===== config.mk =====
export PLATFORM = sky130hd
export DESIGN_NAME = inst_fetch
export DESIGN_NICKNAME = d
export VERILOG_FILES = /design/src/rtl/inst_fetch.sv
export SDC_FILE = /design/constraint.sdc
export NUM_CORES = 1
export LEC_CHECK = 0
export ABC_AREA = 0
export BUFFER_PORTS_ARGS = -buffer_cell sky130_fd_sc_hd__buf_4
export CAP_MARGIN = 20
export CORE_UTILIZATION = 55
export CTS_CLUSTER_SIZE = 14
export DETAILED_ROUTE_END_ITERATION = 12
export PLACE_DENSITY = 0.74
export REMOVE_ABC_BUFFERS = 1
export SLEW_MARGIN = 0
export SYNTH_ARGS = -nofsm -noshare
export SYNTH_HDL_FRONTEND = slang
export SYNTH_SLANG_ARGS = --single-unit

===== constraint.sdc =====
create_clock -name clk -period 12.67 [get_ports clk]
set_clock_uncertainty 0.1 [all_clocks]
set_input_delay 2.534 -clock clk [delete_from_list [all_inputs] [get_ports clk]]
set_output_delay 2.534 -clock clk [all_outputs]
set_load 0.005 [all_outputs]

===== src/rtl/inst_fetch.sv =====
// Fetch stage: owns the PC, drives the instruction cache address, captures the
// returned word a cycle later and presents it to decode through a 2-entry queue.
module inst_fetch #(
  parameter logic [31:0] RESET_PC = 32'h0000_0000,
  parameter int          QDEPTH   = 2
) (
  input  logic        clk,
  input  logic        rst_n,
  output logic [31:0] cache_addr,
  input  logic [31:0] cache_data,
  input  logic        redirect_valid,
  input  logic [31:0] redirect_pc,
  input  logic        inst_ready,
  output logic        inst_valid,
  output logic [31:0] inst,
  output logic [31:0] inst_pc
);

  localparam logic [1:0] QFULL = 2'(QDEPTH);

  logic [31:0] pc_q, pc_d;
  logic        inflight_q, inflight_d;
  logic [31:0] inflight_pc_q, inflight_pc_d;
  logic        wr_ptr_q, wr_ptr_d;
  logic        rd_ptr_q, rd_ptr_d;
  logic [1:0]  count_q, count_d;
  logic [31:0] last_inst_q, last_inst_d;
  logic [31:0] last_pc_q, last_pc_d;
  logic [31:0] qinst_q [2];
  logic [31:0] qpc_q   [2];

  logic       pop;
  logic       push;
  logic       issue;
  logic [1:0] count_base;

  assign cache_addr = pc_q;
  assign inst_valid = (count_q != 2'd0);
  assign inst       = inst_valid ? qinst_q[rd_ptr_q] : last_inst_q;
  assign inst_pc    = inst_valid ? qpc_q[rd_ptr_q]   : last_pc_q;

  assign pop        = inst_valid & inst_ready;
  assign push       = inflight_q & ~redirect_valid;
  assign count_base = count_q - {1'b0, pop};
  // Only issue when the slot is guaranteed once the in-flight word lands.
  assign issue      = rst_n & ~redirect_valid &
                      ((count_base + {1'b0, inflight_q}) < QFULL);

  always_comb begin
    pc_d          = pc_q;
    inflight_d    = 1'b0;
    inflight_pc_d = inflight_pc_q;
    wr_ptr_d      = wr_ptr_q;
    rd_ptr_d      = rd_ptr_q;
    count_d       = count_q;
    last_inst_d   = last_inst_q;
    last_pc_d     = last_pc_q;

    if (inst_valid) begin
      last_inst_d = qinst_q[rd_ptr_q];
      last_pc_d   = qpc_q[rd_ptr_q];
    end

    if (redirect_valid) begin
      // Flush queue and in-flight word; a concurrent pop is dropped.
      pc_d     = redirect_pc;
      wr_ptr_d = 1'b0;
      rd_ptr_d = 1'b0;
      count_d  = 2'd0;
    end else begin
      if (issue) begin
        inflight_d    = 1'b1;
        inflight_pc_d = pc_q;
        pc_d          = pc_q + 32'd1;
      end
      if (push) wr_ptr_d = ~wr_ptr_q;
      if (pop)  rd_ptr_d = ~rd_ptr_q;
      count_d = count_q - {1'b0, pop} + {1'b0, push};
    end
  end

  always_ff @(posedge clk) begin
    if (!rst_n) begin
      pc_q          <= RESET_PC;
      inflight_q    <= 1'b0;
      inflight_pc_q <= 32'd0;
      wr_ptr_q      <= 1'b0;
      rd_ptr_q      <= 1'b0;
      count_q       <= 2'd0;
      last_inst_q   <= 32'd0;
      last_pc_q     <= 32'd0;
    end else begin
      pc_q          <= pc_d;
      inflight_q    <= inflight_d;
      inflight_pc_q <= inflight_pc_d;
      wr_ptr_q      <= wr_ptr_d;
      rd_ptr_q      <= rd_ptr_d;
      count_q       <= count_d;
      last_inst_q   <= last_inst_d;
      last_pc_q     <= last_pc_d;
    end
  end

  // Queue storage carries no reset; occupancy is tracked by count_q alone.
  always_ff @(posedge clk) begin
    if (rst_n && push) begin
      qinst_q[wr_ptr_q] <= cache_data;
      qpc_q[wr_ptr_q]   <= inflight_pc_q;
    end
  end

endmodule


Word level (Yosys, flattened, before mapping)
Memory sizes are Yosys's and may differ from the RTL's. A register that Yosys moved wholly into a read port is not among the register bits.
Index checks and enable logic that the tools add are counted.
{"block": "totals", "elab_cells": 39, "output_inout_bits": 97, "in_bits": 68, "mem_count": 2, "register_bits": 133, "ramBits": 128}
{"name": "qinst_q", "words": 2, "width": 32, "read_ports": 1, "rd_clocked_by_memory_dff": 1, "write_ports": 1, "line": "29", "rtl": "logic [31:0] qinst_q [2];"}
{"name": "qpc_q", "words": 2, "width": 32, "read_ports": 1, "rd_clocked_by_memory_dff": 1, "write_ports": 1, "line": "30", "rtl": "logic [31:0] qpc_q [2];"}
{"block": "classes", "n_addsub": 4, "order_cmp": 1, "mux": 11, "n_reduce_logical": 5, "n_bitwise": 8}
{"cell": "two-way mux 32 bit", "count": 4}
{"cell": "adder 32 x 1 -> 32 bit, second input constant", "count": 1}
{"cell": "two-way mux 1 bit", "count": 7}
{"cell": "adder 2 x 1 -> 2 bit", "count": 2}
{"cell": "bitwise AND 1 bit", "count": 4}
{"cell": "inverter 1 bit", "count": 4}
{"cell": "nonzero test 2 bit", "count": 2}
{"cell": "< comparator 2 bit, second input constant", "count": 1}
{"cell": "AND reduction 2 bit", "count": 1}
{"cell": "OR reduction 2 bit", "count": 1}
{"cell": "subtractor 2 x 1 -> 2 bit", "count": 1}
{"cell": "logical AND 1 bit", "count": 1}

Logic depth before layout (Yosys ltp)
{"block": "logic_depth", "ltp_word": 8, "depth_mapped": 13, "depth_no_buf": 10}

Least setup slack after synthesis
No wires, ideal clock.
{"block": "synth_timing", "path_type": "input to register", "start": "input redirect_valid", "end": "memory qinst_q[0][0], enable pin", "t_arrival_ps": 5695, "t_required_ps": 12084, "cell_stages": 4, "setup_slack_ps": 6389, "path_buffers": 1, "setup_time_ps": 486, "path_cell_list": "clkbuf_1 nor2b_1 nand2_1 nor2_1"}
{"block": "synth_between", "elab_chain_cells": 5}
{"item": "start: declaration", "line": "11", "rtl": "input logic redirect_valid,"}
{"item": "inverter 1 bit", "line": "43", "rtl": "assign push = inflight_q & ~redirect_valid;"}
{"item": "bitwise AND 1 bit", "line": "43"}
{"item": "logical AND 1 bit", "line": "106", "rtl": "if (rst_n && push) begin"}
{"item": "two-way mux 1 bit", "line": "106"}
{"item": "two-way mux 1 bit (not written as such)", "line": "107", "rtl": "qinst_q[wr_ptr_q] <= cache_data;"}
{"item": "end: declaration", "line": "29"}
No other way between the ends.

Final worst setup path
{"block": "layout_timing", "start": "register count_q[1]", "end": "output inst[10]"}
{"block": "layout_between", "elab_chain_cells": 2}
{"item": "start: declaration", "line": "26", "rtl": "logic [1:0] count_q, count_d;"}
{"item": "start signal: assignment", "line": "98", "rtl": "count_q <= count_d;"}
{"item": "nonzero test 2 bit", "line": "38", "rtl": "assign inst_valid = (count_q != 2'd0);"}
{"item": "two-way mux 32 bit"}
{"item": "end: declaration", "line": "15", "rtl": "output logic [31:0] inst,"}
No other way between the ends.

==> key figures <==
Pwr
  • Gate power share: 0.057
  • Static Leak: 4.68 nW
  • Sw frac: 0.207
  • Switching Power: 0.390 mW
  • VDD IR max: 106 uV
  • Clk pwr share: 0.451
  • Tot Pwr: 1.88 mW
  • Internal: 1.49 mW
  • Seq pwr share: 0.492
  • Pwr Density: 152 mW/mm^2

Global route
  • First-pass GRT wire length: 32,800 um
  • Global Route Usage Sum: 0.226
  • Largest net degree at the start of global routing: 119
  • Gr ovfl total: 0
  • Vias in the first global route: 6,504
  • Initial antenna violation count: 0

Clock tree
  • CTS Buffer Depth: 3
  • CTS Buf Count: 27
  • Post-CTS Hold Buffers: 0
  • CTS root buf: clkbuf_16
  • Post-CTS Setup Inserts: 0
  • Worst skew pair latency: 520 ps
  • CTS tree: yes
  • CTS HTree Levels: 1
  • Clock transition at path regs: 60 ps
  • PostCTS Resize Cnt: 0
  • CTS sink cnt: 262

STA
  • Period utilization: 0.416
  • Relative slew slack: 0.282
  • Final min period: 5270 ps
  • Endpoints failing setup: 0
  • Max Fclk: 0.190 GHz
  • Pins Over Slew Limit: 0
  • Setup TNS: 0 ps
  • Worst Tran Pin Value: 1070 ps
  • Final-report hold violation count: 0
  • RSZ-0062 raised after global routing: false

Critical path
  • WP data required: 10,040 ps
  • Setup CP Type: reg2out
  • Crit start category: flop
  • Peak fanout along the critical path: 118
  • CP Capture Type: output pin
  • Critical path arrival: 2640 ps

Run
  • Max Cap Viol: 0

Route
  • Number of DRC markers in iteration 0: 409
  • Avg WL per Cell: 16.7 um
  • Via count: 6,951
  • DR DRC count: 0
  • First-pass DRT Iterations: 5
  • Vias/cell: 5.50
  • Routed Antenna Nets: 0
  • Final wirelength: 21,100 um

Final layout
  • Most frequent cells in the layout: buf_4 (171), nand2_1 (153), dfxtp_1 (133), edfxtp_1 (128), o21ai_0 (81)
  • Multi-input combinational cell area: 0.00327 sq mm
  • Post-Route Utilization: 0.705
  • Antenna fix cells: 0
  • Layout Nets: 1,089
  • Area Growth Syn to Fin: 23.4%
  • Share of layout cells above drive strength 1: 0.214
  • Final cell area excluding filler cells: 0.0124 sq mm
  • Fill cell count: 1,324
  • FF/Latch Area: 0.00653 sq mm
  • Most common cell after layout, fill and taps aside: buf_4

Yosys
  • Synth Instances: 872
  • Ys async rst share: 0
  • Yosys reg bits: 262
  • YS warnings: 0
  • Post-synth cell types: 47
  • Avg Inst Size Synth: 11.5 sq um
  • Number of synthesized flops with an enable pin: 128
  • Synth Cell Area: 0.0100 sq mm
  • Post-synthesis sequential area ratio: 0.652
  • Ys flop type: dfxtp_1

Die
  • FP Rows: 48
  • Die area: 0.0188 sq mm
  • Total core area: 0.0175 sq mm
  • Chip height: 137 um
  • DIE WIDTH: 137 um
  • Top-level I/O count: 165
  • Initial Util: 0.571

Placement
  • Placer Congestion: 0.838
  • Post-DP HPWL: 12,800 um
  • Placed cell area: 0.0114 sq mm
  • IO buf count: 164

Hold path
  • Worst hold path type: reg2reg

Outcome
  • Run status: complete, no violations
==> Yosys cell counts (2+ instances only) <==
library cell,instances,area [sq um]
edfxtp_1,128,3840
inv_1,6,22.5
a222oi_1,2,20.0
buf_2,6,30.0
nand4_1,10,62.6
nand3_1,25,125
dfxtp_1,134,2680
clkbuf_1,42,158
nor4b_1,3,26.3
a211oi_1,8,60.1
o21ai_0,81,405
nor4_1,8,50.1
and4_1,5,43.8
nor3b_1,2,15.0
a21oi_1,31,155
ha_1,3,37.5
o21a_1,2,15.0
and3_1,6,37.5
or4_1,3,22.5
a311oi_1,2,17.5
nor2_1,14,52.6
nand2_1,153,574
nor3_1,7,35.0
buf_1,6,22.5
xnor2_1,11,96.3
mux2i_1,65,651
a31oi_1,6,37.5
and2_1,70,438
xor2_1,4,35.0
o311ai_0,4,35.0
nor2b_1,9,56.3
==> kinds of logic (layout without fill, tap and decap cells) <==
logic type / count (synthesis) / in the layout / synth area share
muxes: 66 / 66 / 0.0661
buffers and inverters: 61 / 228 / 0.0236
xor gates and xnor gates: 16 / 16 / 0.0147
AOI/OAI and AO/OA: 145 / 145 / 0.0829
DFF: 262 / 262 / 0.652
adders and majority gates: 3 / 3 / 0.00375
and+or+nand+nor: 319 / 319 / 0.157
==> layout make-up <==
| cell class | instances | share of cell area |
|---|---|---|
| tap | 225 | 0.0228 |
| inverter | 7 | 0.00213 |
| sequential | 262 | 0.528 |
| clock buffer | 35 | 0.0595 |
| multi-input combinational | 549 | 0.265 |
| timing repair buffer | 171 | 0.104 |
| clock inverter | 15 | 0.0189 |
==> sequential cells by signal, summed over array words and instances (netlist names), named ones only <==
name and count:
cache_addr 32, wr_ptr_q 1, last_inst_q 32, count_q 2, inflight_pc_q 32, rd_ptr_q 1, qinst_q 64, qpc_q 64
last_pc_q 32, inflight_q 1
==> stage by stage <==
step	instances	hold WS, ps	setup WS [ps]
after floorplan	818	325	5180
after global placement	1214	335	7130
after detailed placement	1214	337	7060
after CTS	1264	353	7320
after global routing	1264	359	7160
final	1264	353	7400
==> path summary, 6_finish.rpt <==
check	from	endpoint	slack, ps	cells past startpoint
setup / recovery	count_q[1]	inst[10]	7400	4
hold / removal	inflight_pc_q[25]	qpc_q[0][25]	350	0
setup reg to reg	count_q[1]	cache_addr[4]	8900	10
hold reg to reg	inflight_pc_q[25]	qpc_q[0][25]	350	0
==> worst max-delay path, cell delays in order, from the launching register on <==
cell	delay, ps
dfxtp_1	340
nor2_4	310
buf_4	860
o21ai_0	350
buf_4	220
==> per-layer routing <==
layer  share of wire  GRT usage  vias up
met5               0          0        -
met4           0.013     0.0623        0
met3           0.073     0.0478       24
met2            0.47      0.368      227
met1            0.44      0.306     3293
li1                -          -     3407
==> power by group through the flow <==
stage          clock (mW)  sequential, mW  combinational, mW
2_1_floorplan           0           0.940             0.0450
3_3_place_gp            0           0.943              0.106
3_5_place_dp            0           0.944              0.108
4_1_cts             0.865           0.926              0.109
5_1_grt             0.899           0.928              0.119
6_report            0.848           0.926              0.107
Note: power is estimated with default switching activity, not from simulation.
